$ cat src/rtl/led_scan_driver_pkg.sv
// ---------------------------------------------------------------------------
// led_scan_driver_pkg
//
// Shared definitions for the LED digit scanner:
//   - default geometry and timing of the scan (digit count, slot length,
//     dark gap at the start of every slot)
//   - the scanner state encoding
//   - a helper giving the idle (all digits dark) level of the digit selects
// ---------------------------------------------------------------------------
package led_scan_driver_pkg;

    // Default number of display positions.
    localparam int DEFAULT_DIGITS         = 8;

    // Default clock cycles per digit slot, dark gap included.
    localparam int DEFAULT_SCAN_DIV       = 50000;

    // Default dark cycles at the start of every slot (anti-ghosting gap).
    localparam int DEFAULT_DEAD_CYCLES    = 100;

    // Default select polarity: 1 = common-anode driver, selects active-low.
    localparam int DEFAULT_SEL_ACTIVE_LOW = 1;

    // Scanner states.
    //   IDLE : display off, waiting for enable
    //   DEAD : dark gap at the start of a slot, all selects inactive
    //   ON   : current digit lit (unless blanked)
    typedef enum logic [1:0] {
        IDLE = 2'd0,
        DEAD = 2'd1,
        ON   = 2'd2
    } scan_state_e;

    // Level that turns a digit select off for the given polarity.
    function automatic logic sel_inactive_level(input int active_low);
        return (active_low != 0);
    endfunction

endpackage

$ cat src/rtl/led_scan_driver_scan_slot_timer.sv
// ---------------------------------------------------------------------------
// scan_slot_timer
//
// Slot-position counter for the LED scanner. Counts clock cycles within one
// digit slot and flags the last dark cycle and the last cycle of the slot.
// The counter wraps to zero by itself at the end of every slot, so the
// scanner only has to hold it clear while it is idle or disabled.
//
// Ports:
//   clk        in   system clock
//   rst_n      in   asynchronous active-low reset
//   clear      in   synchronous clear; counter is forced to 0 on the next edge
//   dead_done  out  counter is on the last cycle of the dark gap
//   slot_done  out  counter is on the last cycle of the slot
// ---------------------------------------------------------------------------
module scan_slot_timer #(
    parameter int SCAN_DIV    = 8,
    parameter int DEAD_CYCLES = 2
) (
    input  logic clk,
    input  logic rst_n,
    input  logic clear,
    output logic dead_done,
    output logic slot_done
);

    localparam int CNT_W = $clog2(SCAN_DIV);

    localparam logic [CNT_W-1:0] DEAD_LAST = CNT_W'(DEAD_CYCLES - 1);
    localparam logic [CNT_W-1:0] SLOT_LAST = CNT_W'(SCAN_DIV - 1);

    logic [CNT_W-1:0] div_cnt_q;
    logic [CNT_W-1:0] div_cnt_d;

    assign dead_done = (div_cnt_q == DEAD_LAST);
    assign slot_done = (div_cnt_q == SLOT_LAST);

    // Free-running within a slot; wraps at the slot boundary so the next
    // slot starts its dark gap at count 0 without help from the scanner.
    always_comb begin
        div_cnt_d = div_cnt_q + 1'b1;
        if (clear || slot_done) begin
            div_cnt_d = '0;
        end
    end

    always_ff @(posedge clk or negedge rst_n) begin
        if (!rst_n) begin
            div_cnt_q <= '0;
        end else begin
            div_cnt_q <= div_cnt_d;
        end
    end

endmodule

$ cat src/rtl/led_scan_driver.sv
// ---------------------------------------------------------------------------
// led_scan_driver
//
// Time-multiplexing scanner that sits directly in front of the seven-segment
// encoder. At the start of every frame it captures a snapshot of all digit
// nibbles plus their dot and blank flags, then walks through the digits one
// slot at a time. Each slot begins with a dark gap (all selects off) to stop
// ghosting, after which the digit's common-anode select is driven for the
// rest of the slot. The nibble and dot request for the encoder come only
// from the snapshot registers, so they move at slot boundaries and never
// follow glitches on the live inputs.
//
// Ports:
//   clk           in   system clock
//   rst_n         in   asynchronous active-low reset
//   enable        in   scan enable; low blanks the display and idles the scan
//   display_data  in   DIGITS nibbles, nibble i at [4i+3:4i], digit 0 rightmost
//   dot_mask      in   bit i lights the dot of digit i
//   blank_mask    in   bit i keeps digit i dark
//   bcd_data      out  nibble of the current digit for the encoder
//   need_dot      out  dot request of the current digit for the encoder
//   digit_sel     out  one-hot digit select, polarity set by SEL_ACTIVE_LOW
//   frame_start   out  one-cycle pulse on the cycle after a snapshot is taken
// ---------------------------------------------------------------------------
module led_scan_driver
    import led_scan_driver_pkg::*;
#(
    parameter int DIGITS         = DEFAULT_DIGITS,
    parameter int SCAN_DIV       = DEFAULT_SCAN_DIV,
    parameter int DEAD_CYCLES    = DEFAULT_DEAD_CYCLES,
    parameter int SEL_ACTIVE_LOW = DEFAULT_SEL_ACTIVE_LOW
) (
    input  logic                  clk,
    input  logic                  rst_n,
    input  logic                  enable,
    input  logic [4*DIGITS-1:0]   display_data,
    input  logic [DIGITS-1:0]     dot_mask,
    input  logic [DIGITS-1:0]     blank_mask,
    output logic [3:0]            bcd_data,
    output logic                  need_dot,
    output logic [DIGITS-1:0]     digit_sel,
    output logic                  frame_start
);

    localparam int IDX_W = $clog2(DIGITS);

    localparam logic [IDX_W-1:0]  IDX_LAST = IDX_W'(DIGITS - 1);
    localparam logic [DIGITS-1:0] SEL_OFF  = {DIGITS{sel_inactive_level(SEL_ACTIVE_LOW)}};

    scan_state_e          state_q;
    scan_state_e          state_d;
    logic [IDX_W-1:0]     idx_q;
    logic [IDX_W-1:0]     idx_d;
    logic [4*DIGITS-1:0]  snap_data_q;
    logic [4*DIGITS-1:0]  snap_data_d;
    logic [DIGITS-1:0]    snap_dot_q;
    logic [DIGITS-1:0]    snap_dot_d;
    logic [DIGITS-1:0]    snap_blank_q;
    logic [DIGITS-1:0]    snap_blank_d;
    logic [DIGITS-1:0]    digit_sel_q;
    logic [DIGITS-1:0]    digit_sel_d;
    logic                 frame_start_q;
    logic                 frame_start_d;

    logic                 load_snap;
    logic [DIGITS-1:0]    sel_onehot;
    logic [DIGITS-1:0]    sel_active;
    logic                 timer_clear;
    logic                 dead_done;
    logic                 slot_done;

    // The slot counter only runs while a scan is in progress; holding it
    // clear in IDLE (or when disabled) makes every new frame start at count 0.
    assign timer_clear = !enable || (state_q == IDLE);

    scan_slot_timer #(
        .SCAN_DIV    (SCAN_DIV),
        .DEAD_CYCLES (DEAD_CYCLES)
    ) u_slot_timer (
        .clk       (clk),
        .rst_n     (rst_n),
        .clear     (timer_clear),
        .dead_done (dead_done),
        .slot_done (slot_done)
    );

    // Select pattern for the current digit in the output polarity.
    assign sel_onehot = {{(DIGITS-1){1'b0}}, 1'b1} << idx_q;
    assign sel_active = (SEL_ACTIVE_LOW != 0) ? ~sel_onehot : sel_onehot;

    // Next-state logic. A snapshot is taken when leaving IDLE and when the
    // last digit's slot ends; both cases also restart at digit 0 and raise
    // frame_start for one cycle. digit_sel defaults to off and is only held
    // on through the lit part of a slot.
    always_comb begin
        state_d       = state_q;
        idx_d         = idx_q;
        snap_data_d   = snap_data_q;
        snap_dot_d    = snap_dot_q;
        snap_blank_d  = snap_blank_q;
        digit_sel_d   = SEL_OFF;
        frame_start_d = 1'b0;
        load_snap     = 1'b0;

        if (!enable) begin
            state_d = IDLE;
            idx_d   = '0;
        end else begin
            case (state_q)
                IDLE: begin
                    state_d   = DEAD;
                    idx_d     = '0;
                    load_snap = 1'b1;
                end
                DEAD: begin
                    if (dead_done) begin
                        state_d = ON;
                        if (!snap_blank_q[idx_q]) begin
                            digit_sel_d = sel_active;
                        end
                    end
                end
                ON: begin
                    if (slot_done) begin
                        state_d = DEAD;
                        if (idx_q == IDX_LAST) begin
                            idx_d     = '0;
                            load_snap = 1'b1;
                        end else begin
                            idx_d = idx_q + 1'b1;
                        end
                    end else begin
                        digit_sel_d = digit_sel_q;
                    end
                end
                default: begin
                    state_d = IDLE;
                    idx_d   = '0;
                end
            endcase
        end

        if (load_snap) begin
            snap_data_d   = display_data;
            snap_dot_d    = dot_mask;
            snap_blank_d  = blank_mask;
            frame_start_d = 1'b1;
        end
    end

    always_ff @(posedge clk or negedge rst_n) begin
        if (!rst_n) begin
            state_q       <= IDLE;
            idx_q         <= '0;
            snap_data_q   <= '0;
            snap_dot_q    <= '0;
            snap_blank_q  <= '0;
            digit_sel_q   <= SEL_OFF;
            frame_start_q <= 1'b0;
        end else begin
            state_q       <= state_d;
            idx_q         <= idx_d;
            snap_data_q   <= snap_data_d;
            snap_dot_q    <= snap_dot_d;
            snap_blank_q  <= snap_blank_d;
            digit_sel_q   <= digit_sel_d;
            frame_start_q <= frame_start_d;
        end
    end

    // Encoder feed comes from registers only, so it cannot glitch with the
    // live inputs and only moves when idx or the snapshot changes.
    assign bcd_data    = snap_data_q[{idx_q, 2'b00} +: 4];
    assign need_dot    = snap_dot_q[idx_q];
    assign digit_sel   = digit_sel_q;
    assign frame_start = frame_start_q;

endmodule
$ cat config.mk
export PLATFORM = sky130hd
export DESIGN_NAME = led_scan_driver
export DESIGN_NICKNAME = d
export VERILOG_FILES = /design/src/rtl/led_scan_driver_pkg.sv /design/src/rtl/led_scan_driver_scan_slot_timer.sv /design/src/rtl/led_scan_driver.sv
export SDC_FILE = /design/constraint.sdc
export NUM_CORES = 1
export LEC_CHECK = 0
export CAP_MARGIN = 20
export CORE_ASPECT_RATIO = 1.1
export CORE_MARGIN = 4
export CORE_UTILIZATION = 40
export CTS_CLUSTER_DIAMETER = 80
export DETAILED_ROUTE_END_ITERATION = 8
export HOLD_SLACK_MARGIN = 0.15
export MAX_ROUTING_LAYER = met4
export PLACE_DENSITY = 0.63
export SETUP_SLACK_MARGIN = 0.5
export SYNTH_ARGS = -nofsm -noshare
export SYNTH_HDL_FRONTEND = slang
export SYNTH_SLANG_ARGS = --single-unit
$ cat constraint.sdc
create_clock -name clk -period 3.3 [get_ports clk]
set_clock_uncertainty 0.1 [all_clocks]
set_input_delay 0.66 -clock clk [delete_from_list [all_inputs] [get_ports clk]]
set_output_delay 0.66 -clock clk [all_outputs]
set_load 0.01 [all_outputs]
; Yosys cells after proc, flatten, opt, wreduce, memory -nomap -nowiden
; Cells that the tools add are included.
[classes]
mux = 23
add_sub_neg = 2
n_reduce_logical = 6
magnitude_cmp = 1
shift = 2
eq_ne = 8
bitwise = 1
[ops]
columns = cell, count
row1 = 8-bit two-way mux, 4
row2 = 32-bit by 6-bit indexed part select with 4-bit output, 1
row3 = "16-bit by 1-bit adder with 16-bit output, second input constant", 1
row4 = "16-bit equality test, second input constant", 1
row5 = "16-bit by 7-bit equality test with 1-bit output, second input constant", 1
row6 = 16-bit two-way mux, 1
row7 = 8-bit one-hot mux with 2 select lines, 1
row8 = 3-bit two-way mux, 3
row9 = 8-bit inverter, 1
row10 = "1-bit by 3-bit << shifter with 8-bit output, first input constant", 1
row11 = 1-bit binary-select mux with 3-bit select, 2
row12 = 1-bit two-way mux, 6
row13 = 2-bit two-way mux, 3
row14 = 2-bit one-hot mux with 3 select lines, 1
row15 = 3-bit one-hot mux with 2 select lines, 1
row16 = "3-bit by 4-bit less-than comparator with 1-bit output, second input constant", 1
row17 = 2-bit AND reduction, 2
row18 = "3-bit by 1-bit adder with 3-bit output, second input constant", 1
row19 = "3-bit equality test, second input constant", 1
row20 = "3-bit by 2-bit != test with 1-bit output, second input constant", 1
row21 = "3-bit != test, second input constant", 1
row22 = "2-bit by 1-bit equality test with 1-bit output, second input constant", 1
row23 = "2-bit equality test, second input constant", 1
row24 = 2-bit logical NOT, 1
row25 = 4 further kinds, 5
[word_totals]
elab_cells = 51
reg_bits = 78
output_inout_bits = 14
in_bits = 51

; Depth between registers and ports, before layout
[depth]
word_depth = 6
mapped_depth = 8
depth_no_buf = 6

; Cells and area by module
; A second synthesis with hierarchy kept.
[unflattened]
cells_unflattened = 303
hier_area_um2 = 3756.1
[by_module_without_submodules]
columns = mod, area_per_inst_um2, cells_per_inst, seq_area_each_um2, instances
row1 = led_scan_driver, 2895.3, 211, 1561.5, 1
row2 = scan_slot_timer, 860.8, 92, 400.4, 1

; Worst setup path before layout
; OpenSTA, ideal clock, no wires.
[synth_path]
path_kind = register to output
from = reg idx_q[0]
to = out bcd_data[2]
n_path_buf = 2
stages_incl_launch_ff = 6
arrival_ns = 1.855
t_required_ns = 2.540
path_slack_ns = 0.685
cell_sequence = dfrtp_1 > clkbuf_1 > buf_1 > mux4_2 > nand2_1 > nand2_1
[synth_between]
elab_chain_len = 1
[synth_lines]
columns = element, line
row1 = "start, declared", led_scan_driver.sv:52  ; logic [IDX_W-1:0] idx_q;
row2 = "start signal, assigned", led_scan_driver.sv:162  ; idx_q <= idx_d;
row3 = 32-bit by 6-bit indexed part select with 4-bit output, led_scan_driver.sv:173  ; assign bcd_data = snap_data_q[{idx_q, 2'b00} +: 4];
row4 = "end, declared", led_scan_driver.sv:39  ; output logic [3:0] bcd_data,
; Every way passes these cells.

; Final worst setup path
[layout_path]
from = reg idx_q[0]
to = out bcd_data[0]
; Same word-level chain as after synthesis.

==> impl_results.md <==
* Vias in the first global route at 2525
* Drt drc at 0
* Most frequent cell after synthesis: dfrtp_1
* Number of synthesized register bits at 78
* DIE HEIGHT at 107.7 um
* Via density at 5.070
* Pwr Density at 440.3 nW/um^2
* Syn Nets at 339
* Period utilization at 81.56%
* Area grow syn2layout at 28.12%
* Largest area contributor in the netlist: dfrtp_1
* Die width at 98.67 um
* Area of the die at 10630 um^2
* Core Area at 8828 um^2
* Count of different cell masters after synthesis at 34
* Via Count at 2378
* Relative slew slack at 66.68%
* Share of layout cells above drive strength 1 at 24.79%
* First DRT Iteration DRCs at 86
* # IOs at 65
* TritonCTS Buffers at 9
* Placed Cells at 449
* Clock Pin Slew Worst Setup and Hold Paths at 0.08 ns
* Clk buf depth at 2
* Cell Rows at 36
* Largest net degree at the start of global routing at 79
* Global-route wire length before repair at 12540 um
* Final RePlAce weighted congestion at 0.8628
* Post-Synthesis Cell Area at 3617 um^2
* CP Data Arrival Time at 1.93 ns
* Hold Path Class: register to register
* Post-synth EDFFs at 0
* Initial antenna violation count at 0
* Final Hold Fails at 0
* DP Worst Slack at 0.6975 ns
* Avg Synthesized Cell Area at 12.87 um^2
* Final wirelength at 7346 um
* H-tree levels at 3
* Final setup violation count at 0
* Clock Tree Root: clkbuf_8
* Yosys top cell area share at 48.43%
* Main synth FF type: dfrtp_1
* Peak VDD IR at 0.2348 mV
* CP Launch Type: register
* Top post-synthesis cells by area: dfrtp_1 48%, mux2_2 13%, mux4_2 7.5%, dfstp_2 5.8%, nor2_1 3.2%
* Ys Warns at 0
* Starting Density at 40.97%
* Top post-synthesis cells by count: 70 x dfrtp_1, 41 x mux2_2, 31 x nor2_1, 23 x nand2_1, 12 x mux4_2
* Sequential share of the synthesized area at 54.24%
* DRT Pass-1 Iters at 4
* Gr usage total at 15.60%
* P_leak at 1.874 nW
* Avg WL per Cell at 15.66 um
* WP data required at 2.54 ns
* Buffers added on ports at 64
* Non-Filler Instances at 469
* Minimum clock period at 2.692 ns
* Antenna Nets Post-Route at 0
* WS Path Type: register to output pin
* Final Net Count at 409
* RSZ-0062 raised after global routing: true
* Antenna Cells at 0
* Setup TNS Final at 0 ns
* Tightest Pin Transition at 0.4960 ns
* Async S/R FF share, synth at 100.0%
* CTS tree: yes
* Final setup margin at 0.6084 ns
* Max-Cap Viols at 0
* Clk_lat worst skew at 0.34 ns
* Highest net fanout along the worst path at 6
* Status: completed
* Final Max Tran Viols at 0
* Hpwl dp at 5015 um
* Final Util at 52.49%
* Clock Sinks at 78
* Post-Synthesis Cells at 281
* Max Freq at 371.5 MHz
* Gr ovfl total at 0
* Crit. End Element: output pin
-- repair_timing --
item | 4_1_cts | 5_1_grt
setup buffers | 2 | 1
pin swaps | 0 | 0
gates resized for setup | 10 | 1
hold buffers | 0 | 1
endpoints found under the hold margin | 0 | 7
endpoints found under the setup margin | 5 | 1
-- kinds of logic after synthesis --
kind of cell	count (synthesis)	share of synthesized area (%)
flops	78	54.24
xor+xnor	14	3.390
buf+inv	19	2.802
mux	64	23.59
fa+ha+maj	7	2.421
simple gates	85	11.28
compound gates	14	2.283
-- placed cells by master, fill, tap and decap left out, types with 3 or more instances in the layout --
cell type	instances
clkbuf_8	9
dfrtp_1	69
dlygate4sd2_1	4
and3_1	3
xor2_1	8
nor3_1	3
buf_12	3
clkdlybuf4s50_1	58
mux2_2	41
xnor2_1	6
inv_1	6
mux2_1	9
ha_1	7
dfstp_2	8
a21oi_1	9
nand2_1	23
nand3_1	9
buf_4	3
mux4_2	12
nand4_1	4
nor2_1	31
-- worst paths after layout --
| path | from | end | slack [ns] | cells past startpoint |
|---|---|---|---|---|
| worst min register to register | snap_dot_q[5]$_DFFE_PN0P_ | snap_dot_q[5]$_DFFE_PN0P_ | 0.39 | 1 |
| worst min-delay path | snap_dot_q[5]$_DFFE_PN0P_ | snap_dot_q[5]$_DFFE_PN0P_ | 0.39 | 1 |
| max in group asynchronous | rst_n | digit_sel[6]$_DFFE_PN1P_ | 1.92 | 3 |
| worst max-delay path | idx_q[0]$_DFFE_PN0P_ | bcd_data[0] | 0.61 | 6 |
| min in group asynchronous | rst_n | u_slot_timer.div_cnt_q[7]$_DFF_PN0_ | 0.57 | 2 |
| worst max register to register | u_slot_timer.div_cnt_q[7]$_DFF_PN0_ | snap_data_q[6]$_DFFE_PN0P_ | 0.67 | 6 |
-- flip-flops by register name, indices dropped and copies added (netlist names) --
name	flops
snap_data_q	32
u_slot_timer.div_cnt_q	16
digit_sel	8
snap_blank_q	8
snap_dot_q	8
idx_q	3
state_q	2
frame_start	1
-- per-layer routing --
metal	GRT usage [%]	part of all wire (%)
met5	-	0
met4	6.634	1.6
met3	3.759	5.4
met2	23.48	47
met1	20.27	46
-- power breakdown --
group          internal, mW  total (mW)  switching [mW]  leakage [nW]
clock                 0.344       0.691           0.347        0.0911
sequential             1.04        1.09          0.0445         0.948
combinational         0.172       0.261          0.0890         0.834
total                  1.56        2.04           0.481          1.87
-- metrics by stage --
stage	hold slack [ns]	instance area, um^2	total power [mW]
after floorplan	0.2644	3617	1.240
after global placement	0.3651	4362	1.364
after detailed placement	0.3721	4362	1.375
after CTS	0.3903	4576	2.065
after global routing	0.3964	4634	2.148
final	0.3878	4634	2.040
-- layout make-up --
| type | instances | area (um^2) |
|---|---|---|
| sequential | 78 | 1963 |
| fill | 784 | 4194 |
| clock buffer | 9 | 123.9 |
| tap | 114 | 142.6 |
| multi-input combinational | 184 | 1562 |
| clock inverter | 6 | 63.81 |
| inverter | 6 | 22.52 |
| timing repair buffer | 72 | 757.0 |
-- worst max-delay path: stages (launching register included) --
cell and delay [ns]:
dfrtp_1 0.42, buf_12 0.13, buf_12 0.12, mux4_2 0.49, nand2_1 0.09, nand2_1 0.07
dlygate4sd2_1 0.28
(Power assumes the default switching activity.)
